==> src/rtl/traffic_phase_ctrl.sv <==
// Four-phase intersection controller: one green at a time, bounded green length,
// all-red clearance between greens and round-robin arbitration over latched requests.
module traffic_phase_ctrl #(
    parameter int unsigned GREEN_MIN    = 4,
    parameter int unsigned GREEN_MAX    = 16,
    parameter int unsigned CLEAR_CYCLES = 2
) (
    input  logic       clock,
    input  logic       reset,
    input  logic       pedestrian_req,
    input  logic       up_req,
    input  logic       down_req,
    input  logic       turn_req,
    output logic       pedestrian_green,
    output logic       up_green,
    output logic       down_green,
    output logic       turn_green,
    output logic       all_red,
    output logic [3:0] pending
);

    localparam int unsigned CntMax = (GREEN_MAX > CLEAR_CYCLES) ? GREEN_MAX : CLEAR_CYCLES;
    localparam int unsigned CntW   = $clog2(CntMax) + 1;

    localparam logic [CntW-1:0] GreenMinLast = CntW'(GREEN_MIN - 1);
    localparam logic [CntW-1:0] GreenMaxLast = CntW'(GREEN_MAX - 1);
    localparam logic [CntW-1:0] ClearLast    = CntW'(CLEAR_CYCLES - 1);

    typedef enum logic [1:0] {
        StIdle,
        StGreen,
        StClear
    } state_e;

    state_e          state;
    logic [CntW-1:0] cnt;
    logic [1:0]      ptr;
    logic [3:0]      green;

    logic [3:0] req;
    logic [3:0] eff;
    logic [1:0] sel;
    logic [1:0] idx;
    logic [3:0] sel_oh;

    assign req = {turn_req, down_req, up_req, pedestrian_req};
    // The green register is itself the mask of the active phase.
    assign eff = (pending | req) & ~green;

    // Circular first-set search starting at ptr; lowest offset is visited last and wins.
    always_comb begin
        sel = ptr;
        idx = ptr;
        for (int i = 3; i >= 0; i--) begin
            idx = ptr + 2'(i);
            if (eff[idx]) begin
                sel = idx;
            end
        end
        sel_oh = 4'b0001 << sel;
    end

    always_ff @(posedge clock) begin
        if (reset) begin
            state   <= StIdle;
            cnt     <= '0;
            ptr     <= '0;
            green   <= '0;
            pending <= '0;
        end else begin
            pending <= eff;
            unique case (state)
                StIdle: begin
                    if (|eff) begin
                        state   <= StGreen;
                        green   <= sel_oh;
                        cnt     <= '0;
                        ptr     <= sel + 2'd1;
                        pending <= eff & ~sel_oh;
                    end
                end
                StGreen: begin
                    if (cnt == GreenMaxLast || (cnt >= GreenMinLast && |eff)) begin
                        state <= StClear;
                        green <= '0;
                        cnt   <= '0;
                    end else begin
                        cnt <= cnt + CntW'(1);
                    end
                end
                StClear: begin
                    if (cnt == ClearLast) begin
                        cnt <= '0;
                        if (|eff) begin
                            state   <= StGreen;
                            green   <= sel_oh;
                            ptr     <= sel + 2'd1;
                            pending <= eff & ~sel_oh;
                        end else begin
                            state <= StIdle;
                        end
                    end else begin
                        cnt <= cnt + CntW'(1);
                    end
                end
                default: begin
                    state <= StIdle;
                    green <= '0;
                    cnt   <= '0;
                end
            endcase
        end
    end

    assign pedestrian_green = green[0];
    assign up_green         = green[1];
    assign down_green       = green[2];
    assign turn_green       = green[3];
    assign all_red          = ~|green;

endmodule

==> config.mk <==
export PLATFORM = sky130hd
export DESIGN_NAME = traffic_phase_ctrl
export DESIGN_NICKNAME = d
export VERILOG_FILES = /design/src/rtl/traffic_phase_ctrl.sv
export SDC_FILE = /design/constraint.sdc
export NUM_CORES = 1
export LEC_CHECK = 0
export BUFFER_PORTS_ARGS = -buffer_cell sky130_fd_sc_hd__buf_2
export CORE_ASPECT_RATIO = 1.25
export CORE_MARGIN = 5
export CORE_UTILIZATION = 56
export DETAILED_ROUTE_END_ITERATION = 10
export PLACE_DENSITY = 0.89
export SETUP_SLACK_MARGIN = 0.02
export SLEW_MARGIN = 20
export SYNTH_ARGS = -nofsm -noshare
export SYNTH_HDL_FRONTEND = slang
export SYNTH_SLANG_ARGS = --single-unit
export TNS_END_PERCENT = 30
==> constraint.sdc <==
create_clock -name clock -period 2.3 [get_ports clock]
set_input_delay 0.46 -clock clock [delete_from_list [all_inputs] [get_ports clock]]
set_output_delay 0.46 -clock clock [all_outputs]
set_load 0.05 [all_outputs]
======== Yosys cells after proc, flatten, opt, wreduce, memory -nomap -nowiden ========
Index checks and enable logic that the tools add are counted.
operators by class
  multiplexer cells ....................... 31
  shift-type cells ........................ 1
  reduce and logical (&&, ||, !) cells .... 10
  $lt $le $gt $ge ......................... 5
  $add $sub $neg .......................... 5
  bitwise gates (word level) .............. 5
  equality and inequality tests ........... 7
operator list
  kind                                                  count
  two-way mux 4 bit                                     5
  two-way mux 2 bit                                     9
  two-way mux 5 bit                                     3
  case mux 5 bit (3 select lines)                       1
  < comparator 2 x 3 -> 1 bit (second input constant)   4
  case mux 4 bit (3 select lines)                       1
  AND 4 bit                                             2
  binary-select mux 1 bit (select 2 bit)                4
  inverter 4 bit                                        2
  case mux 4 bit (2 select lines)                       1
  OR reduction 4 bit                                    2
  inequality test 2 bit (second input constant)         3
  case mux 2 bit (3 select lines)                       1
  adder 5 x 1 -> 5 bit (second input constant)          1
  == test 5 x 1 -> 1 bit (second input constant)        1
  == test 5 x 4 -> 1 bit (second input constant)        1
  >= comparator 5 x 2 -> 1 bit (second input constant)  1
  two-way mux 1 bit                                     5
  adder 2 x 1 -> 2 bit (second input constant)          2
  adder 2 bit (second input constant)                   2
  OR 4 bit                                              1
  case mux 2 bit (2 select lines)                       1
  AND reduction 2 bit                                   2
  << shifter 1 x 2 -> 4 bit (first input constant)      1
  8 further kinds                                       8
word-level totals
  bits of input ports ..................... 6
  logic and storage cells ................. 69
  register bits ........................... 17
  output and inout bits ................... 9

======== Logic depth before layout (Yosys ltp) ========
Gate-level depths: netlist (run 1).
  depth after elaboration ................. 14
  mapped depth ............................ 9
  gate-level depth less buffers ........... 9

======== Worst setup path before layout (run 1) ========
Ideal clock, no wire load.
  path kind ............................... reg-to-output
  from .................................... register green[1]
  to ...................................... output port all_red
  stages on the path, launching flop included .. 2
  buffers on the path ..................... 0
  path slack .............................. -0.246 ns
  arrival ................................. 2.086 ns
  cell sequence ........................... dfxtp_1 nor4_1
between the ends
  longest elaborated chain between the ends .. 2
RTL lines
  element                 line  text
  start, declared         38    logic [3:0] green;
  start signal, assigned  76    green <= sel_oh;
  start signal, assigned  96    green <= sel_oh;
  OR reduction 4 bit      119   assign all_red = ~|green;
  zero test 1 bit         119
  end, declared           18    output logic all_red,
Every way passes these cells.

======== Worst setup path after layout (run 1) ========
  from .................................... register cnt[1]
  to ...................................... register state[0]
between the ends
  longest elaborated chain between the ends .. 5
  elaborated cells on any way between the ends .. 8
RTL lines
  element                          line  text
  start, declared                  36    logic [CntW-1:0] cnt;
  start signal, assigned           88    cnt <= cnt + CntW'(1);
  start signal, assigned           103   cnt <= cnt + CntW'(1);
  >= comparator 5 x 2 -> 1 bit     83    if (cnt == GreenMaxLast || (cnt >= GreenMinLast && |eff)) begin
  logical AND 1 bit                83
  logical OR 1 bit                 83
  inequality test 2 bit (no line)  --
  AND reduction 3 bit (no line) *  --
  end signal, assigned             84    state <= StClear;
  end signal, assigned             95    state <= StGreen;
  end signal, assigned             100   state <= StIdle;
  end, declared                    35    state_e state;
Mark *: on every way between the ends. The rest lies on a longest branch, timed or not.
A chain may end at the register's enable or synchronous reset.

==> metrics.md, run 1 <==
| Metric | Value |
|---|---|
| Clk pwr share | `0.080` |
| RePlAce Congestion | `0.886` |
| Required time worst endpoint | `2.54 ns` |
| Combinational power share | `0.675` |
| Crit path kind | `register to register` |
| Crit share post-route | `0.931` |
| Post-synth top area share | `0.292` |
| YS warnings | `0` |
| R2R Path Start | `cnt[1]$_SDFFE_PP0P_` |
| Worst setup EP type | `register` |
| DP Area | `1260 µm²` |
| Post-synth top flop | `dfxtp_1` |
| CP bufs+invs | `0` |
| Final hold slack | `~0.48 ns` |
| N_diodes | `0` |
| Hold path endpoint | `cnt[4]$_SDFFE_PP0P_` |
| Avg WL per Cell | `about 15 µm` |
| CTS H-tree depth | `1` |
| Synth cell count leaders | `dfxtp_1 (17), nor2_1 (12), inv_1 (10), nand2_1 (10), nor3_1 (10)` |
| # rows | `18` |
| EDFF count, synth | `0` |
| CP delay by family, top | `simple AND/OR/NAND/NOR gates` |
| Worst Hold Class | `register to register` |
| Chip width | `~51 µm` |
| Layout cells sized above 1 | `0.241` |
| Hold wc startpoint | `cnt[4]$_SDFFE_PP0P_` |
| Kind of start point of the critical path | `register` |
| Setup tns final | `0 ns` |
| Slowest-stage cell, CP | `or3_2` |
| CP arrival | `roughly 2.4 ns` |
| Distinct cells, synth | `40` |
| Mean area per synthesized cell | `7.98 µm²` |
| Skew-Pair Late Insertion Delay | `~0.29 ns` |
| Ys async rst share | `0` |
| Tightest Pin Transition | `0.493 ns` |
| Worst rel slew slack | `0.670` |
| Switch Pwr | `around 1.1 mW` |
| GRT Total Usage | `0.196` |
| Worst-path clk slew | `0.10 ns` |
| Post-synthesis cell area | `about 1200 µm²` |
| Core area | `about 2000 µm²` |
| DRC violations left | `0` |
| Clock root cell | `clkbuf_4` |
| Lkg Pwr | `0.498 nW` |
| DRT iter0 DRCs | `66` |
| # setup viols final | `0` |
| Hold Path Stages | `2` |
| Flop pwr share | `0.245` |
| Die area | `between 3000 and 4000 µm²` |
| Slowest stage delay, CP | `around 0.5 ns` |
| CTS tree | `done` |
| WL final | `between 2 and 3 mm` |
| Vias post-DR | `1,160` |
| Critical path, cell by cell | `ha_4 > and3_1 > ha_1 > nand2b_4 > and4bb_2 > or3_2 > o22ai_1 > nor2b_2` |
| P&R area growth vs syn | `13.4%` |
| CTS max path bufs | `2` |
| Total power | `~2.1 mW` |
| Global route overflow | `0` |
| First-pass GRT wire length | `roughly 4.8 mm` |
| Reg2reg path depth | `8` |
| Fillers | `~160` |
| VDD IR max | `0.000802 V` |
| Initial Util | `0.588` |
| Mapped Nets | `161` |
| Cells after synthesis | `146` |
| Final Max Slew Viols | `0` |
| Ranking of synthesized cells by area | `dfxtp_1 (29%), ha_1 (9.7%), nor3_1 (4.3%)` |
| Number of I/O pins | `15` |
| Port Buffers | `14` |
| R2r endpoint | `state[0]$_SDFFE_PP0P_` |
| Synth Register Bits | `17` |
| RSZ-0062 raised after global routing | `no` |
| Crit path time final | `approximately 2.1 ns` |
| Largest fanout on the critical path | `6` |
| Die Y-Extent | `approximately 61 µm` |
| Area leader, netlist | `dfxtp_1` |
| Drt pass-1 iters | `4` |
| Clk_skew | `around 0.0024 ns` |
| Fin nets | `roughly 180` |
| Initial antenna violation count | `0` |
| Power Internal | `between 0.9 and 1 mW` |
| Status | `completed` |
| Seq/Total Area, Yosys | `0.292` |
| Post-CTS Hold Buffers | `0` |
| R2R Setup Slk | `0.16 ns` |
| CTS sink count | `17` |
| Antenna-violating nets left | `0` |
| Average vias per placed instance | `between 6 and 7` |
| Sw Share | `0.538` |
| Peak Freq | `between 0.4 and 0.5 GHz` |
| Power density over the cells | `~1600 nW/µm²` |
| Max cap viols | `0` |
| Post-Layout Inst Area | `1320 µm²` |
| Most instantiated library cell after synthesis | `dfxtp_1` |
| Num CTS Buffers | `3` |
| Final hold vios | `0` |
| Largest net degree at the start of global routing | `19` |
| Hpwl dp | `2.07 mm` |
| Vias in the first global route | `approximately 1,100` |
-- area by class of cell --
| type | count | area (µm²) | area share |
|---|---|---|---|
| clock buffer | 3 | 22.5 | 0.0170 |
| clock inverter | 1 | 5.00 | 0.00379 |
| inverter | 10 | 37.5 | 0.0284 |
| multi-input combinational | 113 | 783 | 0.593 |
| sequential | 17 | 348 | 0.263 |
| tap | 20 | 25.0 | 0.0189 |
| timing repair buffer | 18 | 100 | 0.0758 |
-- cells by family after synthesis --
group / count (synthesis) / synth area share
AND/OR/NAND/NOR: 57 / 0.274
flip-flops: 17 / 0.292
adder cells (fa/ha/maj): 9 / 0.0967
AO/OA/AOI/OAI: 47 / 0.277
buffers and inverters: 16 / 0.0602
-- layer usage --
metal	vias up	part of all wire	track usage
li1	567	-	-
met1	526	0.39	0.218
met2	56	0.51	0.348
met3	11	0.080	0.0369
met4	0	0.026	0.109
met5	-	0	0
-- layout by cell type (no fill, tap or decap), drive strengths merged, types with 2 or more instances in the layout --
master,count
a211oi,4
a31oi,3
nand2b,4
o21ba,4
or2,2
nor2b,3
inv,10
o221ai,2
nor2,12
nand3b,3
o21bai,3
buf,18
a21oi,9
or3,3
ha,9
nor3,10
nand3,3
nor4,3
nand2,10
o32ai,4
o21ai,10
dfxtp,17
clkbuf,3
-- state kept, by name, indices dropped and copies added, names as in the netlist --
name / cells
state: 2
pending: 4
cnt: 5
ptr: 2
green: 4
-- how the worst max path moves through the flow --
stage               cells past startpoint                     to           startpoint
global placement                        8  state[0]$_SDFFE_PP0P_  cnt[0]$_SDFFE_PP0P_
floorplan                               8  state[0]$_SDFFE_PP0P_  cnt[0]$_SDFFE_PP0P_
finish                                  8  state[0]$_SDFFE_PP0P_  cnt[1]$_SDFFE_PP0P_
CTS                                     8  state[0]$_SDFFE_PP0P_  cnt[1]$_SDFFE_PP0P_
global route                            8  state[0]$_SDFFE_PP0P_  cnt[1]$_SDFFE_PP0P_
detailed placement                      8  state[0]$_SDFFE_PP0P_  cnt[0]$_SDFFE_PP0P_
-- per-stage QoR --
step	std cells	setup slack (ns)	util
3_5_place_dp	177	0.0414	0.634
3_3_place_gp	177	0.187	0.634
5_1_grt	182	0.0738	0.667
6_report	182	0.159	0.667
2_1_floorplan	146	0.242	-
4_1_cts	181	0.0313	0.648
-- power by group through the flow --
stage                     Clock, mW  Sequential [mW]  Combinational [mW]
after floorplan                   0            0.668               0.880
after global placement            0            0.499                1.30
after detailed placement          0            0.507                1.34
after CTS                     0.169            0.501                1.35
after global routing          0.186            0.521                1.51
final                         0.164            0.502                1.38
-- repair_timing --
action | CTS | global route
buffers inserted | 0 | 1
gates cloned | 0 | 0
endpoints found under the setup margin | 1 | 4
gates resized for setup | 1 | 7
-- tightest hold or removal path: cells and delay by family, from the launching register on --
kind	cells	cell delay [ns]
flops	1	0.34
simple gates	1	0.06
compound gates	1	0.05
Power figures use the tool's default switching activity.
==> inputs of run 2 (changes only) <==
--- a/config.mk
+++ b/config.mk
@@ -10,6 +10,7 @@
 export CORE_MARGIN = 5
 export CORE_UTILIZATION = 56
 export DETAILED_ROUTE_END_ITERATION = 10
+export GPL_TIMING_DRIVEN = 0
 export PLACE_DENSITY = 0.89
 export SETUP_SLACK_MARGIN = 0.02
 export SLEW_MARGIN = 20
==> metrics.md, run 2 (synthesized netlist as in run 1, its figures left out) <==
| Metric | Value |
|---|---|
| Vias post-DR | `1,164 (+0.34%)` |
| VDD IR max | `0.000685 V (-15%)` |
| RePlAce Congestion | `0.902 (+1.8%)` |
| Dpl ws | `0.0309 ns (-0.0105 ns)` |
| Num CTS Buffers | `3 (unchanged)` |
| Power density over the cells | `1550 nW/µm² (-0.45%)` |
| Largest net degree at the start of global routing | `11 (-8)` |
| Max FFs per register | `5 (unchanged)` |
| R2R Path Start | `cnt[0]$_SDFFE_PP0P_` |
| P&R area growth vs syn | `12.5%` |
| Layout cells sized above 1 | `0.227 (-0.0137)` |
| Vias in the first global route | `1,118 (+1.6%)` |
| Largest regs | `cnt x5, green x4, pending x4` |
| Global route overflow | `0 (unchanged)` |
| Worst rel slew slack | `0.610 (-0.0608)` |
| Largest fanout on the critical path | `6 (unchanged)` |
| Sw Share | `0.541 (+0.00312)` |
| Fin util | `0.661 (-0.00568)` |
| # rows | `18 (unchanged)` |
| Clk pwr share | `0.081 (about the same)` |
| Average vias per placed instance | `6.36 (-0.20%)` |
| Initial antenna violation count | `0 (unchanged)` |
| Kind of start point of the critical path | `register` |
| Combinational power share | `0.684 (+0.009)` |
| First-pass GRT wire length | `4.57 mm (-3.9%)` |
| Skew-Pair Late Insertion Delay | `0.30 ns (about the same)` |
| Most flop-heavy register | `cnt` |
| WL final | `2.69 mm (-2.3%)` |
| Total power | `2.02 mW (-1.3%)` |
| Post-CTS Hold Buffers | `0 (unchanged)` |
| Crit share post-route | `0.938 (+0.00703)` |
| Core area | `1980 µm² (unchanged)` |
| Final hold vios | `0 (unchanged)` |
| GRT Total Usage | `0.187 (-0.00881)` |
| Port Buffers | `13 (-1)` |
| CTS max path bufs | `2 (unchanged)` |
| Final Max Slew Viols | `0 (unchanged)` |
| Peak Freq | `0.464 GHz (-0.75%)` |
| Final worst slack | `0.143 ns (-0.0162 ns)` |
| Hold wc startpoint | `reset` |
| Setup tns final | `0 ns (unchanged)` |
| Lkg Pwr | `0.493 nW (-0.97%)` |
| Power Internal | `0.928 mW (-2.0%)` |
| Most frequent cells in the layout | `buf_2 (15), dfxtp_1 (15), nor2_1 (12)` |
| CTS H-tree depth | `1 (unchanged)` |
| Hpwl dp | `2.04 mm (-1.5%)` |
| Status | `completed` |
| DRC violations left | `0 (unchanged)` |
| CTS tree | `done` |
| Antenna-violating nets left | `0 (unchanged)` |
| CTS sink count | `17 (unchanged)` |
| N_diodes | `0 (unchanged)` |
| Worst Hold Class | `primary input to register` |
| Drt pass-1 iters | `4 (unchanged)` |
| Max cap viols | `0 (unchanged)` |
| CP arrival | `2.40 ns (+0.02 ns)` |
| Clk_skew | `0.00856 ns (+0.00620 ns)` |
| Tightest Pin Transition | `0.584 ns (+0.0910 ns)` |
| Required time worst endpoint | `2.55 ns (about the same)` |
| Number of I/O pins | `15 (unchanged)` |
| Switch Pwr | `1.10 mW (-0.73%)` |
| Avg WL per Cell | `14.7 µm (-2.8%)` |
| DRT iter0 DRCs | `28 (-58%)` |
| Crit path kind | `register to register` |
| Initial Util | `0.588 (unchanged)` |
| Worst-path clk slew | `0.11 ns (about the same)` |
| Fillers | `170 (+3.7%)` |
| Fin nets | `179 (+0.56%)` |
| RSZ-0062 raised after global routing | `no` |
| Die area | `3100 µm² (unchanged)` |
| Final hold slack | `0.427 ns (-0.0500 ns)` |
| Chip width | `50.8 µm (unchanged)` |
| Clock root cell | `clkbuf_4` |
| Crit path time final | `2.16 ns (+0.0162 ns)` |
| # setup viols final | `0 (unchanged)` |
| Die Y-Extent | `61.0 µm (unchanged)` |
| Crit path from | `cnt[0]$_SDFFE_PP0P_` |
| Flop pwr share | `0.234 (-0.011)` |
| Worst setup EP type | `register` |
run 2: cell count changes in the layout (fill, tap and decap cells not counted), sizes merged:
cell    change
clkbuf      +3
buf         -2
run 2: metrics by stage:
stage | instance area, µm² | instances
finish | 1310 | 183
floorplan | 1170 | 146
global placement | 1260 | 179
detailed placement | 1260 | 179
CTS | 1290 | 183
global route | 1310 | 183
run 2: worst paths after layout:
check	to	slack [ns]	cells after the start
hold reg to reg	cnt[4]$_SDFFE_PP0P_	0.49	2
setup reg to reg	state[0]$_SDFFE_PP0P_	0.14	8
hold / removal	state[0]$_SDFFE_PP0P_	0.43	2
setup / recovery	state[0]$_SDFFE_PP0P_	0.14	8
run 2: area by class of cell:
class	instances	area [µm²]	share of cell area
clock inverter	1	5.00	0.00382
clock buffer	3	22.5	0.0172
tap	20	25.0	0.0191
sequential	17	348	0.266
inverter	10	37.5	0.0287
multi-input combinational	113	774	0.591
timing repair buffer	13	65.1	0.0497
buffer	6	32.5	0.0248
run 2: critical path, stage by stage (launching register included):
cell and delay, ns:
dfxtp_4 0.38, ha_2 0.20, and3_1 0.17, ha_1 0.16, nand2b_4 0.13, and4bb_2 0.28
or3_2 0.51, o22ai_1 0.15, nor2b_1 0.13
run 2: timing repair:
item                                    CTS  global route
setup buffers                             0             0
gates resized for setup                   0             7
endpoints found under the setup margin    0             9
run 2: power groups by stage:
stage                     registers [mW]  logic, mW  clock network, mW
after floorplan                    0.668      0.880                  0
after global placement             0.470       1.31                  0
after detailed placement           0.478       1.35                  0
after CTS                          0.472       1.36              0.166
after global routing               0.491       1.51              0.180
final                              0.474       1.39              0.165
run 2: routing by layer:
layer	GRT usage	part of all wire	vias to the layer above
li1	-	-	568
met1	0.210	0.40	543
met2	0.340	0.52	44
met3	0.0319	0.063	9
met4	0.0876	0.015	0
met5	0	0	-
